`config.mk`:
```
export PLATFORM = sky130hd
export DESIGN_NAME = sipo_deserializer_flat
export DESIGN_NICKNAME = d
export VERILOG_FILES = /design/src/rtl/sipo_deserializer_if.sv /design/src/rtl/sipo_deserializer.sv /design/src/flat_wrapper.sv
export SDC_FILE = /design/constraint.sdc
export NUM_CORES = 1
export LEC_CHECK = 0
export ABC_AREA = 1
export CORE_MARGIN = 2
export CORE_UTILIZATION = 50
export DETAILED_ROUTE_END_ITERATION = 16
export GPL_TIMING_DRIVEN = 0
export MAX_ROUTING_LAYER = met4
export PLACE_DENSITY = 0.75
export SLEW_MARGIN = 20
export SYNTH_ARGS = -nofsm -noshare
export SYNTH_HDL_FRONTEND = slang
export SYNTH_SLANG_ARGS = --single-unit
export TNS_END_PERCENT = 50
```
`constraint.sdc`:
```
create_clock -name Clk_In -period 1.4 [get_ports Clk_In]
set_input_delay 0.42 -clock Clk_In [delete_from_list [all_inputs] [get_ports Clk_In]]
set_output_delay 0.42 -clock Clk_In [all_outputs]
set_load 0.05 [all_outputs]
```
`src/rtl/sipo_deserializer_if.sv`:
```
// Serial-in / parallel-out bundle for sipo_deserializer.
// master = deserializer side, slave = serial source plus word consumer side.
interface sipo_deserializer_if #(
    parameter int unsigned WIDTH = 8
);
    localparam int unsigned CW = $clog2(WIDTH + 1);

    logic             Serial_In;
    logic             Serial_Valid_In;
    logic             Frame_Start_In;
    logic [WIDTH-1:0] Data_Out;
    logic             Data_Valid_Out;
    logic             Data_Ready_In;
    logic [CW-1:0]    Bit_Count_Out;
    logic             Overrun_Out;
    logic             Frame_Err_Out;
    logic             Status_Clear_In;

    modport master (
        input  Serial_In, Serial_Valid_In, Frame_Start_In, Data_Ready_In, Status_Clear_In,
        output Data_Out, Data_Valid_Out, Bit_Count_Out, Overrun_Out, Frame_Err_Out
    );

    modport slave (
        output Serial_In, Serial_Valid_In, Frame_Start_In, Data_Ready_In, Status_Clear_In,
        input  Data_Out, Data_Valid_Out, Bit_Count_Out, Overrun_Out, Frame_Err_Out
    );
endinterface

```
`src/rtl/sipo_deserializer.sv`:
```
// Framed serial-to-parallel receiver with a registered valid/ready word output
// and sticky overrun / frame-error flags.
module sipo_deserializer #(
    parameter int unsigned WIDTH     = 8,
    parameter bit          MSB_FIRST = 1'b1
) (
    input  logic                Clk_In,
    input  logic                Reset_In,
    sipo_deserializer_if.master Ser_Bus
);
    localparam int unsigned CW = $clog2(WIDTH + 1);

    typedef enum logic {
        S_IDLE,
        S_SHIFT
    } state_t;

    state_t           r_state;
    state_t           w_state_nxt;
    logic [WIDTH-1:0] r_shift;
    logic [WIDTH-1:0] w_shift_nxt;
    logic [WIDTH-1:0] w_shift_in;
    logic [CW-1:0]    r_count;
    logic [CW-1:0]    w_count_nxt;
    logic [WIDTH-1:0] r_data;
    logic [WIDTH-1:0] w_data_nxt;
    logic             r_valid;
    logic             w_valid_nxt;
    logic             r_ovr;
    logic             w_ovr_nxt;
    logic             r_ferr;
    logic             w_ferr_nxt;
    logic             w_complete;
    logic             w_ovr_evt;
    logic             w_ferr_evt;

    // A plain shift is enough: by completion every position has been refilled,
    // so stale bits from an aborted or earlier word never reach Data_Out.
    assign w_shift_in = MSB_FIRST ? {r_shift[WIDTH-2:0], Ser_Bus.Serial_In}
                                  : {Ser_Bus.Serial_In, r_shift[WIDTH-1:1]};

    always_comb begin
        w_state_nxt = r_state;
        w_shift_nxt = r_shift;
        w_count_nxt = r_count;
        w_complete  = 1'b0;
        w_ferr_evt  = 1'b0;
        unique case (r_state)
            S_IDLE: begin
                if (Ser_Bus.Serial_Valid_In && Ser_Bus.Frame_Start_In) begin
                    w_shift_nxt = w_shift_in;
                    w_count_nxt = CW'(1);
                    w_state_nxt = S_SHIFT;
                end
            end
            S_SHIFT: begin
                if (Ser_Bus.Serial_Valid_In) begin
                    w_shift_nxt = w_shift_in;
                    if (Ser_Bus.Frame_Start_In) begin
                        w_ferr_evt  = 1'b1;
                        w_count_nxt = CW'(1);
                    end else if (r_count == CW'(WIDTH - 1)) begin
                        w_complete  = 1'b1;
                        w_count_nxt = '0;
                        w_state_nxt = S_IDLE;
                    end else begin
                        w_count_nxt = r_count + CW'(1);
                    end
                end
            end
            default: w_state_nxt = S_IDLE;
        endcase
    end

    always_comb begin
        w_data_nxt  = r_data;
        w_valid_nxt = r_valid && !Ser_Bus.Data_Ready_In;
        w_ovr_evt   = 1'b0;
        if (w_complete) begin
            // Output slot is free if empty or being accepted on this same edge.
            if (!r_valid || Ser_Bus.Data_Ready_In) begin
                w_data_nxt  = w_shift_nxt;
                w_valid_nxt = 1'b1;
            end else begin
                w_ovr_evt   = 1'b1;
            end
        end
        w_ovr_nxt  = w_ovr_evt  || (r_ovr  && !Ser_Bus.Status_Clear_In);
        w_ferr_nxt = w_ferr_evt || (r_ferr && !Ser_Bus.Status_Clear_In);
    end

    always_ff @(posedge Clk_In or posedge Reset_In) begin
        if (Reset_In) begin
            r_state <= S_IDLE;
            r_shift <= '0;
            r_count <= '0;
            r_data  <= '0;
            r_valid <= 1'b0;
            r_ovr   <= 1'b0;
            r_ferr  <= 1'b0;
        end else begin
            r_state <= w_state_nxt;
            r_shift <= w_shift_nxt;
            r_count <= w_count_nxt;
            r_data  <= w_data_nxt;
            r_valid <= w_valid_nxt;
            r_ovr   <= w_ovr_nxt;
            r_ferr  <= w_ferr_nxt;
        end
    end

    assign Ser_Bus.Data_Out       = r_data;
    assign Ser_Bus.Data_Valid_Out = r_valid;
    assign Ser_Bus.Bit_Count_Out  = r_count;
    assign Ser_Bus.Overrun_Out    = r_ovr;
    assign Ser_Bus.Frame_Err_Out  = r_ferr;

    a_count_range: assert property (@(posedge Clk_In) disable iff (Reset_In)
        r_count < CW'(WIDTH));

    a_hold_word: assert property (@(posedge Clk_In) disable iff (Reset_In)
        (r_valid && !Ser_Bus.Data_Ready_In) |=> (r_valid && $stable(r_data)));
endmodule

```
`src/flat_wrapper.sv`:
```
// flat-port wrapper written by rule: the top's interface ports become plain ports
module sipo_deserializer_flat 
#(
    parameter int unsigned WIDTH     = 8,
    parameter bit          MSB_FIRST = 1'b1
)
  (Clk_In, Reset_In, Ser_Bus_Serial_In, Ser_Bus_Serial_Valid_In, Ser_Bus_Frame_Start_In, Ser_Bus_Data_Ready_In, Ser_Bus_Status_Clear_In, Ser_Bus_Data_Out, Ser_Bus_Data_Valid_Out, Ser_Bus_Bit_Count_Out, Ser_Bus_Overrun_Out, Ser_Bus_Frame_Err_Out);
  sipo_deserializer_if #(.WIDTH(WIDTH)) Ser_Bus_i ();
  input  logic Clk_In;
  input  logic Reset_In;
  input wire logic [$bits(Ser_Bus_i.Serial_In)-1:0] Ser_Bus_Serial_In;
  input wire logic [$bits(Ser_Bus_i.Serial_Valid_In)-1:0] Ser_Bus_Serial_Valid_In;
  input wire logic [$bits(Ser_Bus_i.Frame_Start_In)-1:0] Ser_Bus_Frame_Start_In;
  input wire logic [$bits(Ser_Bus_i.Data_Ready_In)-1:0] Ser_Bus_Data_Ready_In;
  input wire logic [$bits(Ser_Bus_i.Status_Clear_In)-1:0] Ser_Bus_Status_Clear_In;
  output wire logic [$bits(Ser_Bus_i.Data_Out)-1:0] Ser_Bus_Data_Out;
  output wire logic [$bits(Ser_Bus_i.Data_Valid_Out)-1:0] Ser_Bus_Data_Valid_Out;
  output wire logic [$bits(Ser_Bus_i.Bit_Count_Out)-1:0] Ser_Bus_Bit_Count_Out;
  output wire logic [$bits(Ser_Bus_i.Overrun_Out)-1:0] Ser_Bus_Overrun_Out;
  output wire logic [$bits(Ser_Bus_i.Frame_Err_Out)-1:0] Ser_Bus_Frame_Err_Out;
  assign Ser_Bus_i.Serial_In = Ser_Bus_Serial_In;
  assign Ser_Bus_i.Serial_Valid_In = Ser_Bus_Serial_Valid_In;
  assign Ser_Bus_i.Frame_Start_In = Ser_Bus_Frame_Start_In;
  assign Ser_Bus_i.Data_Ready_In = Ser_Bus_Data_Ready_In;
  assign Ser_Bus_i.Status_Clear_In = Ser_Bus_Status_Clear_In;
  assign Ser_Bus_Data_Out = Ser_Bus_i.Data_Out;
  assign Ser_Bus_Data_Valid_Out = Ser_Bus_i.Data_Valid_Out;
  assign Ser_Bus_Bit_Count_Out = Ser_Bus_i.Bit_Count_Out;
  assign Ser_Bus_Overrun_Out = Ser_Bus_i.Overrun_Out;
  assign Ser_Bus_Frame_Err_Out = Ser_Bus_i.Frame_Err_Out;
  sipo_deserializer #(.WIDTH(WIDTH), .MSB_FIRST(MSB_FIRST)) u_core (.Clk_In(Clk_In), .Reset_In(Reset_In), .Ser_Bus(Ser_Bus_i));
endmodule
```
After elaboration in Yosys (flattened, before gate mapping)
Index checks and enable logic that the tools add are counted.
{"block": "op_classes", "muxes": 24, "n_eq_ne": 3, "bitwise_logic": 1, "reduce_logical": 12, "addsub": 1}
{"op": "two-way mux 4 bit", "count": 4}
{"op": "two-way mux 8 bit", "count": 2}
{"op": "one-hot mux 8 bit (2 select lines)", "count": 1}
{"op": "two-way mux 1 bit", "count": 15}
{"op": "one-hot mux 4 bit (2 select lines)", "count": 1}
{"op": "adder 4 x 1 -> 4 bit (second input constant)", "count": 1}
{"op": "equality test 4 x 3 -> 1 bit (second input constant)", "count": 1}
{"op": "logical AND 1 bit", "count": 4}
{"op": "AND reduction 2 bit", "count": 2}
{"op": "logical NOT 1 bit", "count": 3}
{"op": "logical OR 1 bit", "count": 3}
{"op": "!= test 2 x 1 -> 1 bit (second input constant)", "count": 1}
{"op": "!= test 2 bit (second input constant)", "count": 1}
{"op": "one-hot mux 1 bit (2 select lines)", "count": 1}
{"op": "inverter 1 bit", "count": 1}
{"block": "word_totals", "reg_bits": 24, "out_inout_bits": 15, "inputBits": 7, "elab_cells": 48}

Logic depth before layout (Yosys ltp)
Gate-level depths: netlist of run 1.
{"block": "depth", "word_depth": 7, "mapped_depth": 8, "mapped_depth_nobuf": 7}

Worst setup path after synthesis of run 1
OpenSTA, ideal clock, no wires.
{"block": "synth_path", "kind": "register to register", "startpoint": "register u_core.r_count[1] (netlist: u_core.Ser_Bus.Bit_Count_Out[1])", "endpoint": "register u_core.r_data[0] (netlist: u_core.Ser_Bus.Data_Out[0])", "path_stages_with_launch": 7, "required_ns": 1.282, "setup_slack_ns": -0.191, "path_buffers": 0, "setup_ns": 0.118, "arrival_ns": 1.473, "period_less_slack_ns": 1.591, "path_cell_list": "dfrtp_1 -> ha_1 -> nand2_2 -> nor2_4 -> nand3_2 -> nand2_1 -> nand2_1"}
{"block": "synth_between", "elab_chain_cells": 6}
{"item": "start: declaration", "line_no": "sipo_deserializer.sv:23", "text": "logic [CW-1:0] r_count;"}
{"item": "start signal: assignment", "line_no": "sipo_deserializer.sv:104", "text": "r_count <= w_count_nxt;"}
{"item": "equality test 4 x 3 -> 1 bit", "line_no": "sipo_deserializer.sv:62", "text": "end else if (r_count == CW'(WIDTH - 1)) begin"}
{"item": "two-way mux 1 bit", "line_no": "sipo_deserializer.sv:62"}
{"item": "two-way mux 1 bit", "line_no": "sipo_deserializer.sv:59", "text": "if (Ser_Bus.Frame_Start_In) begin"}
{"item": "two-way mux 1 bit", "line_no": "sipo_deserializer.sv:57", "text": "if (Ser_Bus.Serial_Valid_In) begin"}
{"item": "two-way mux 1 bit", "line_no": "sipo_deserializer.sv:48", "text": "unique case (r_state)"}
{"item": "AND reduction 2 bit (no source line)"}
{"item": "end signal: assignment", "line_no": "sipo_deserializer.sv:105", "text": "r_data <= w_data_nxt;"}
{"item": "end: declaration", "line_no": "sipo_deserializer.sv:25", "text": "logic [WIDTH-1:0] r_data;"}
No other way between the ends.
A chain may end at the register's enable or synchronous reset.

Final worst setup path of run 1
{"block": "layout_path", "startpoint": "register u_core.r_count[2] (netlist: u_core.Ser_Bus.Bit_Count_Out[2])", "endpoint": "output Ser_Bus_Bit_Count_Out[2]"}
{"item": "end: declaration", "line_no": "flat_wrapper.sv:18", "text": "output wire logic [$bits(Ser_Bus_i.Bit_Count_Out)-1:0] Ser_Bus_Bit_Count_Out;"}
No word-level cell between the ends.

==> results of run 1 <==
[layout by cell type (no fill, tap or decap), types with 2 or more instances in the layout]
cell,n
nand2_2,6
buf_2,7
inv_1,20
dlymetal6s2s_1,2
nand4_1,2
o22ai_1,2
inv_2,6
buf_4,13
clkdlybuf4s50_1,4
dfrtp_1,20
nand3_1,10
buf_6,3
nor2_4,3
nand2_1,44
dfrtp_2,4
clkbuf_4,7
nand2_4,2
[state kept, by name, summed over array words and instances (netlist names)]
signal                         cells
u_core.Ser_Bus.Bit_Count_Out       4
u_core.Ser_Bus.Data_Out            8
u_core.Ser_Bus.Data_Valid_Out      1
u_core.Ser_Bus.Frame_Err_Out       1
u_core.Ser_Bus.Overrun_Out         1
u_core.r_shift                     8
u_core.r_state                     1
[power by group through the flow]
stage          Clock, mW  Combinational (mW)  Sequential, mW
2_1_floorplan          0               0.189            1.05
3_3_place_gp           0               0.551           0.854
3_5_place_dp           0               0.560           0.861
4_1_cts            0.308               0.548           0.846
5_1_grt            0.326               0.643           0.852
6_report           0.301               0.591           0.841
[cell families after synthesis]
family,count (synthesis)
XOR/XNOR,1
adder cells (fa/ha/maj),1
AND/OR/NAND/NOR,71
flip-flops,24
AO/OA/AOI/OAI,5
buffers and inverters,29
[timing repair]
| action | 4_1_cts | 5_1_grt |
|---|---|---|
| hold endpoints to repair | 0 | 0 |
| endpoints found under the setup margin | 20 | 30 |
| pin swaps | 0 | 10 |
| gates resized for setup | 74 | 26 |
| setup buffers | 3 | 8 |
[area by class of cell]
class / instances / area, um^2 / area share (%)
buffer: 2 / 18.8 / 1.25
clock buffer: 3 / 22.5 / 1.50
inverter: 27 / 105 / 6.99
multi-input combinational: 78 / 453 / 30.1
sequential: 24 / 606 / 40.3
tap: 28 / 35.0 / 2.33
timing repair buffer: 32 / 263 / 17.5
[per-layer routing]
metal	vias to the layer above	GRT usage [%]	wire, um
li1	468	-	-
met1	428	25.2	998
met3	5	3.51	106
met4	0	9.21	44
met2	21	31.6	1080
met5	-	-	0
[synthesized netlist by cell type (2+ instances only)]
| cell | number |
|---|---|
| nor2_4 | 3 |
| nand3_1 | 10 |
| nand2_4 | 2 |
| nand2_1 | 48 |
| dfrtp_1 | 24 |
| nand4_1 | 2 |
| inv_2 | 6 |
| o22ai_1 | 2 |
| inv_1 | 21 |
| nand2_2 | 3 |
[worst max path at each step]
stage / start / to / slack (ps) / depth (start not counted)
floorplan: u_core.Ser_Bus.Bit_Count_Out[2] / u_core.Ser_Bus.Data_Out[0] / 30 / 5
global placement: u_core.Ser_Bus.Bit_Count_Out[2] / Ser_Bus_Bit_Count_Out[2] / -310 / 1
detailed placement: Ser_Bus_Serial_Valid_In / u_core.Ser_Bus.Data_Out[0] / -340 / 6
CTS: u_core.Ser_Bus.Overrun_Out / Ser_Bus_Overrun_Out / -80 / 1
global route: u_core.Ser_Bus.Bit_Count_Out[1] / Ser_Bus_Bit_Count_Out[1] / -4 / 1
finish: u_core.Ser_Bus.Bit_Count_Out[2] / Ser_Bus_Bit_Count_Out[2] / 20 / 1
==> impl_results.md, run 1 <==
* Status: finished, final reports clean
* Initial Util at 51.8%
* CP max stage cell: dfrtp_2
* Worst R2R Setup Slack at 90 ps
* Pins Over Slew Limit at 0
* Top cells by area, synth: dfrtp_1, nand2_1, inv_1, nand3_1, nor2_4
* Antenna violations before repair at 0
* Power per cell area at about 1200 mW/mm^2
* Syn Nets at 139
* Setup-failing EPs final at 0
* Sink Count at 24
* Part of the Yosys area used for sequential elements at 53.5%
* First-pass GRT wire length at 3690 um
* Crit path launch type: register
* Core Rows at 17
* Distinct cells, synth at 20
* I/O Buffers at 21
* Setup TNS at 0 ps
* Ant diodes at 0
* Worst-case reg-to-reg path depth at 7
* R2r startpoint: u_core.Ser_Bus.Bit_Count_Out[1]
* Worst Path Arrival at 960 ps
* Hold Crit Class: primary input to async pin
* Worst Setup End Kind: output pin
* Internal power at ~1.1 mW
* Simple-Gate Fraction of Synth Area at 31.6%
* Ratio of cells with drive above 1 in the final layout at 34.3%
* Routed Antenna Nets at 0
* Worst Skew at 1.58 ps
* Drc violations at 0
* Critical-path cell list: buf_4
* Top delay family on crit path: flip-flops
* Die H at 51.4 um
* Tot Pwr at 1.73 mW
* Inst Count DP at 180
* R2r endpoint: u_core.Ser_Bus.Data_Out[6]
* Core ar. at 0.00217 mm^2
* Syn Inst Count at 131
* Die Width at 51.4 um
* P&R area growth vs syn at 33.7%
* Post-Place Setup Slack at -338 ps
* I/O pin cnt at 22
* Post-Synth XOR/XNOR Area at 0.780%
* Largest net degree at the start of global routing at 25
* Crit path max fanout at 4
* Sequential share of power at 48.5%
* Hold Slack at 466 ps
* Final Net Count at ~180
* Fill cell count at between 150 and 200
* Worst Tran Pin Value at 522 ps
* H-tree levels at 1
* Hold-fix buffers at CTS at 0
* CTS tree: done
* Vias/cell at 4.75
* Ys Warns at 0
* DR vias at roughly 920
* Kind of critical path: register to output pin
* Critical path required time at 980 ps
* Psw at 646 uW
* Max VDD drop at between 0.9 and 1 mV
* Die area at ~0.0026 mm^2
* Vias in the first global route at 836
* Power share of the clock group at 17.4%
* Hold Vio Cnt, Final at 0
* Number of max-cap violations at 0
* Logic pwr share at 34.1%
* Aggregate routed wire length at 2230 um
* WP buf/inv at 1
* Layout Cells excl Fill at 194
* Cell area after synthesis at about 0.0011 mm^2
* Multiplexer share of the synthesized area at 0%
* Core Util, Final at 69.3%
* CP max stage delay at 440 ps
* FF+latch count, synth at 24
* Drt first pass iters at 4
* Largest area contributor in the netlist: dfrtp_1
* Clk Latency, worst-skew pair at 320 ps
* Drt wl/cell at 11.5 um
* Clk pin slew, worst setup/hold paths at about 120 ps
* Fin crit period at 1380 ps
* Post-route cell area at between 0.0015 and 0.002 mm^2
* Yosys top cell area share at a little over half
* Post-synth top flop: dfrtp_1
* Ys async rst share at 100%
* Placed cell area at between 0.001 and 0.0015 mm^2
* Max clock buf depth at 2
* GRT Residual Overflow at 0
* Slew headroom at 65.1%
* Avg Cell Area, Syn at 8.58 um^2
* Largest family of logic cells by synthesized area: simple AND/OR/NAND/NOR gates
* Root Buffer: clkbuf_4
* Sw Share at 37.3%
* Compound-Gate Fraction of Synth Area at 2.90%
* Post-synth EDFFs at 0
* Final WS setup at 22.7 ps
* Tot GR Track Use at 20.0%
* RSZ-0062 raised after global routing: yes
* Post-synthesis adder-cell area fraction at 1.11%
* Fmax achieved at slightly above 700 MHz
* Placer congestion estimate at approximately 0.70
* DR iter-0 viols at 20
* Final period utilization at 98.4%
* Cts bufs inserted at 3
* Leak at roughly 0.85 nW
* Post-DP HPWL at 1490 um
Note: power is estimated with default switching activity, not from simulation.
==> inputs of run 2 (changes only) <==
--- a/config.mk
+++ b/config.mk
@@ -6,12 +6,16 @@
 export NUM_CORES = 1
 export LEC_CHECK = 0
 export ABC_AREA = 1
+export CELL_PAD_IN_SITES_DETAIL_PLACEMENT = 1
+export CELL_PAD_IN_SITES_GLOBAL_PLACEMENT = 1
 export CORE_MARGIN = 2
-export CORE_UTILIZATION = 50
+export CORE_UTILIZATION = 45
 export DETAILED_ROUTE_END_ITERATION = 16
+export DONT_BUFFER_PORTS = 1
 export GPL_TIMING_DRIVEN = 0
+export HOLD_SLACK_MARGIN = 0.02
 export MAX_ROUTING_LAYER = met4
-export PLACE_DENSITY = 0.75
+export PLACE_DENSITY = 0.73
 export SLEW_MARGIN = 20
 export SYNTH_ARGS = -nofsm -noshare
 export SYNTH_HDL_FRONTEND = slang
==> impl_results.md, run 2 (synthesized netlist as in run 1, its figures left out) <==
* Core ar. at around 0.0024 mm^2
* Sw Share at approximately two fifths
* P&R area growth vs syn at 12.8%
* Most frequent cells in the layout: nand2_1, inv_1, dfrtp_1
* Core Rows at 18
* R2r startpoint: u_core.Ser_Bus.Bit_Count_Out[1]
* Worst Tran Pin Value at 914 ps
* Aggregate routed wire length at 2520 um
* Kind of critical path: register to register
* Worst Setup End Kind: register
* CP max stage cell: dfrtp_2
* Worst Path Arrival at 1750 ps
* Number of max-cap violations at 0
* Post-route cell area at between 0.001 and 0.0015 mm^2
* Cts bufs inserted at 3
* Slew headroom at around 39%
* Largest net degree at the start of global routing at 25
* Max clock buf depth at 2
* Tot GR Track Use at 20.3%
* Antenna violations before repair at 0
* RSZ-0062 raised after global routing: yes
* Hold Crit Class: primary input to async pin
* Die Width at approximately 54 um
* Sink Count at 24
* Status: finished, violations left
* Worst Skew at 8.29 ps
* Fmax achieved at 671 MHz
* Top delay family on crit path: simple AND/OR/NAND/NOR gates
* I/O pin cnt at 22
* Clk pin slew, worst setup/hold paths at 140 ps
* Inst Count DP at between 150 and 200
* Die H at 54.0 um
* Placer congestion estimate at 0.684
* Drt first pass iters at 4
* Leak at just under 0.7 nW
* DR iter-0 viols at 11
* Crit path max fanout at 8
* Crit path launch type: register
* R2r endpoint: u_core.Ser_Bus.Data_Out[7]
* Root Buffer: clkbuf_4
* WP buf/inv at 0
* Logic pwr share at 14.5%
* Post-DP HPWL at 1770 um
* Drc violations at 0
* Levels on crit path at 7
* CP max stage delay at 600 ps
* GRT Residual Overflow at 0
* Power share of the clock group at 22.5%
* Vias/cell at 5.07
* Power per cell area at 1330 mW/mm^2
* H-tree levels at 1
* DR vias at between 800 and 900
* Setup-failing EPs final at 14
* First-pass GRT wire length at 4110 um
* Die area at 0.00291 mm^2
* Sequential share of power at 63.0%
* Worst R2R Setup Slack at -90 ps
* Failing checks: negative setup slack
* Psw at 647 uW
* Final period utilization at 107%
* Critical-path cell list: ha_4 -> nand2_4 -> nor2_4 -> nand2_4 -> nor2_8 -> nand2_2 -> nand2_1
* Final Net Count at 147
* Ratio of cells with drive above 1 in the final layout at 26.8%
* Critical path required time at 1660 ps
* Most common cell after layout, fill and taps aside: nand2_1
* Pins Over Slew Limit at 0
* Initial Util at a little under half
* Worst-case reg-to-reg path depth at 7
* Clk Latency, worst-skew pair at around 320 ps
* Routed Antenna Nets at 0
* Fill cell count at 291
* Placed cell area at 0.00118 mm^2
* CTS tree: done
* Layout Cells excl Fill at 168
* Hold Vio Cnt, Final at 0
* I/O Buffers at 0
* Most used cell, CP: nand2_4
* Internal power at 1.04 mW
* Ant diodes at 0
* Drt wl/cell at 15.0 um
* Final WS setup at -91.4 ps
* Fin crit period at 1490 ps
* Max VDD drop at roughly 0.85 mV
* Vias in the first global route at around 890
==> run 2: changes by cell type in the layout (fill, tap and decap cells not counted), moves of 2 or more <==
cell             change
buf_2                -6
buf_4                -9
buf_6                -3
clkbuf_4             -4
clkdlybuf4s50_1      -4
dfrtp_1              -5
dfrtp_2              +4
dlymetal6s2s_1       -2
nand2_1              +3
nand2_2              -3
==> run 2: metal layers <==
layer / routed length (um) / global-route usage, % / share of wire, %
met3: 59 / 2.78 / 2.3
met5: 0 / - / 0
met2: 1300 / 34.1 / 51
met1: 1150 / 25.9 / 46
met4: 15 / 5.00 / 0.60
==> run 2: timing repair <==
action                                  in CTS  in global routing
endpoints found under the setup margin      20                 17
setup buffers                                2                  1
pin swaps                                    6                  2
gates resized for setup                     10                  2
hold buffers                                 0                  0
hold endpoints to repair                     0                  0
==> run 2: power by group through the flow <==
stage	Sequential (mW)	Combinational [mW]	Clock, mW
floorplan	1.05	0.189	0
finish	1.06	0.244	0.380
global route	1.07	0.286	0.403
detailed placement	1.07	0.238	0
global placement	1.06	0.218	0
CTS	1.06	0.246	0.386
==> run 2: how the worst max path moves through the flow <==
stage / end / slack (ps) / from
4_1_cts: u_core.Ser_Bus.Data_Out[2] / -80 / u_core.Ser_Bus.Bit_Count_Out[1]
6_report: u_core.Ser_Bus.Data_Out[7] / -90 / u_core.Ser_Bus.Bit_Count_Out[1]
5_1_grt: u_core.Ser_Bus.Data_Out[0] / -200 / u_core.Ser_Bus.Bit_Count_Out[1]
3_5_place_dp: u_core.Ser_Bus.Data_Out[5] / -180 / u_core.Ser_Bus.Bit_Count_Out[2]
2_1_floorplan: u_core.Ser_Bus.Data_Out[0] / 30 / u_core.Ser_Bus.Bit_Count_Out[2]
3_3_place_gp: u_core.Ser_Bus.Data_Out[1] / -120 / u_core.Ser_Bus.Bit_Count_Out[2]
==> run 2: per-stage QoR <==
stage / TNS, ps / hold WS, ps / setup slack, ps / total power [mW] / util, %
3_3_place_gp: -901 / 520 / -117 / 1.28 / 48.8
6_report: -664 / 169 / -91.4 / 1.69 / 52.6
3_5_place_dp: -1270 / 535 / -183 / 1.31 / 48.8
2_1_floorplan: 0 / 434 / 28.5 / 1.24 / -
4_1_cts: -691 / 172 / -84.7 / 1.70 / 52.0
5_1_grt: -1670 / 158 / -197 / 1.76 / 52.6
==> run 2: cell type report <==
| cell class | count | area, um^2 | area share, % |
|---|---|---|---|
| clock buffer | 4 | 36.3 | 2.86 |
| tap | 30 | 37.5 | 2.96 |
| timing repair buffer | 3 | 22.5 | 1.78 |
| multi-input combinational | 78 | 443 | 34.9 |
| inverter | 27 | 101 | 8.00 |
| sequential | 24 | 614 | 48.5 |
| buffer | 2 | 12.5 | 0.987 |
==> run 2: worst register-to-register path: stages (launching register included) <==
cell     delay (ps)
dfrtp_2         600
ha_4            210
nand2_4          50
nor2_4          190
nand2_4         100
nor2_8          160
nand2_2          70
nand2_1          60
==> inputs of run 3 (changes only) <==
--- a/config.mk
+++ b/config.mk
@@ -15,7 +15,7 @@
 export GPL_TIMING_DRIVEN = 0
 export HOLD_SLACK_MARGIN = 0.02
 export MAX_ROUTING_LAYER = met4
-export PLACE_DENSITY = 0.73
+export PLACE_DENSITY = 0.75
 export SLEW_MARGIN = 20
 export SYNTH_ARGS = -nofsm -noshare
 export SYNTH_HDL_FRONTEND = slang
==> impl_results.md, run 3 (synthesized netlist as in run 1, its figures left out) <==
* DR vias at 804
* Post-route cell area at 0.00125 mm^2
* First-pass GRT wire length at roughly 3600 um
* Crit path launch type: register
* P&R area growth vs syn at 11.7%
* Die Width at 54.0 um
* Most frequent cells in the layout: nand2_1, inv_1, dfrtp_2, dfrtp_1, nand3_1
* Pins Over Slew Limit at 0
* Initial Util at 46.6%
* Kind of critical path: register to register
* Ratio of cells with drive above 1 in the final layout at 28.5%
* Worst Path Arrival at roughly 1800 ps
* Worst Skew at 3.15 ps
* Antenna violations before repair at 0
* Final WS setup at -112 ps
* Sequential share of power at 66.2%
* Setup-failing EPs final at 10
* Logic pwr share at 15.1%
* Max clock buf depth at 2
* Hold Crit Class: primary input to async pin
* Largest net degree at the start of global routing at 25
* Most common cell after layout, fill and taps aside: nand2_1
* Tot Pwr at 1.60 mW
* DR iter-0 viols at 2
* H-tree levels at 1
* RSZ-0062 raised after global routing: yes
* I/O Buffers at 0
* Routed Antenna Nets at 0
* Internal power at approximately 1000 uW
* Power share of the clock group at 18.7%
* GRT Residual Overflow at 0
* Placer congestion estimate at 0.788
* Hold-fix buffers at CTS at 0
* Drc violations at 0
* Crit path max fanout at 8
* Fill cell count at 294
* Die area at 0.00291 mm^2
* Fmax achieved at 661 MHz
* Drt first pass iters at 4
* Core ar. at 0.00241 mm^2
* Power per cell area at around 1300 mW/mm^2
* Sw Share at 38.3%
* Vias in the first global route at 840
* Critical path required time at 1650 ps
* Status: finished, violations left
* Vias/cell at 4.81
* Ant diodes at 0
* Placed cell area at 0.00118 mm^2
* Max VDD drop at 0.662 mV
* Final Net Count at 147
* Core Util, Final at around 52%
* Die H at 54.0 um
* Slew headroom at 40.7%
* Leak at about 0.67 nW
* Cts bufs inserted at 3
* Sink Count at 24
* Worst Tran Pin Value at 889 ps
* Worst Setup End Kind: register
* Drt wl/cell at 13.3 um
* Fin crit period at 1510 ps
* Aggregate routed wire length at 2220 um
* Hold Vio Cnt, Final at 0
* Clk Latency, worst-skew pair at ~300 ps
* Final period utilization at 108%
* I/O pin cnt at 22
* Number of max-cap violations at 0
* Post-DP HPWL at roughly 1600 um
* Clk pin slew, worst setup/hold paths at 130 ps
* Root Buffer: clkbuf_4
* Tot GR Track Use at 18.1%
* Core Rows at 18
* Psw at 613 uW
* CTS tree: done
* Failing checks: negative setup slack
[run 3: cell types whose count changed in the layout (fill, tap and decap cells not counted)]
cell and change:
clkbuf_8 -1, dfrtp_1 -3, dfrtp_4 -1, dfrtp_2 +4
o21ai_1 +1, o21ai_0 -1
[run 3: final cells by class]
type | instances | area (um^2) | area share, %
Sequential cell | 24 | 616 | 49.1
Multi-Input combinational cell | 78 | 443 | 35.3
Inverter | 27 | 101 | 8.08
Tap cell | 30 | 37.5 | 2.99
Clock buffer | 3 | 22.5 | 1.79
Timing Repair Buffer | 3 | 22.5 | 1.79
Buffer | 2 | 12.5 | 0.997
[run 3: through the flow]
step                      setup WS (ps)  cells  setup TNS, ps  hold slack (ps)
after floorplan                    28.5    131              0              434
after global placement             -121    161           -934              520
after detailed placement           -181    161          -1360              530
after CTS                         -96.9    165           -641              191
after global routing               -191    167          -1690              168
final                              -112    167           -835              176
[run 3: routing by layer]
metal / global-route usage [%] / vias up / part of all wire, %
met4: 5.00 / 0 / 0.68
met2: 32.1 / 10 / 52
li1: - / 404 / -
met3: 2.78 / 2 / 2.5
met1: 21.1 / 388 / 44
met5: - / - / 0
[run 3: path summary, 6_finish.rpt]
kind | start | endpoint | slack (ps) | cells after the start
worst max-delay path | u_core.Ser_Bus.Bit_Count_Out[0] | u_core.Ser_Bus.Data_Out[1] | -110 | 7
worst min-delay path | Reset_In | u_core.r_shift[7] | 180 | 1
worst max register to register | u_core.Ser_Bus.Bit_Count_Out[0] | u_core.Ser_Bus.Data_Out[1] | -110 | 7
worst min register to register | u_core.r_shift[3] | u_core.r_shift[4] | 570 | 4
max in group asynchronous | Reset_In | u_core.Ser_Bus.Data_Out[1] | 620 | 1
min in group Clk_In | Ser_Bus_Status_Clear_In | u_core.Ser_Bus.Overrun_Out | 180 | 1
[run 3: timing repair]
item | 4_1_cts | 5_1_grt
hold endpoints to repair | 0 | 0
resized for setup | 8 | 7
setup buffers | 1 | 2
pin swaps | 6 | 2
setup endpoints to repair | 15 | 16
[run 3: power by group through the flow]
stage | Sequential (mW) | Clock, mW | Combinational, mW
floorplan | 1.05 | 0 | 0.189
global route | 1.07 | 0.330 | 0.286
global placement | 1.06 | 0 | 0.217
detailed placement | 1.07 | 0 | 0.231
CTS | 1.06 | 0.311 | 0.241
finish | 1.06 | 0.299 | 0.242
[run 3: worst max-delay path: stages, from the launching register on]
cell and delay (ps):
dfrtp_2 600, ha_4 210, nand2_4 50, nor2_4 190, nand2_4 100, nor2_8 150
nand2_1 70, nand2_1 60
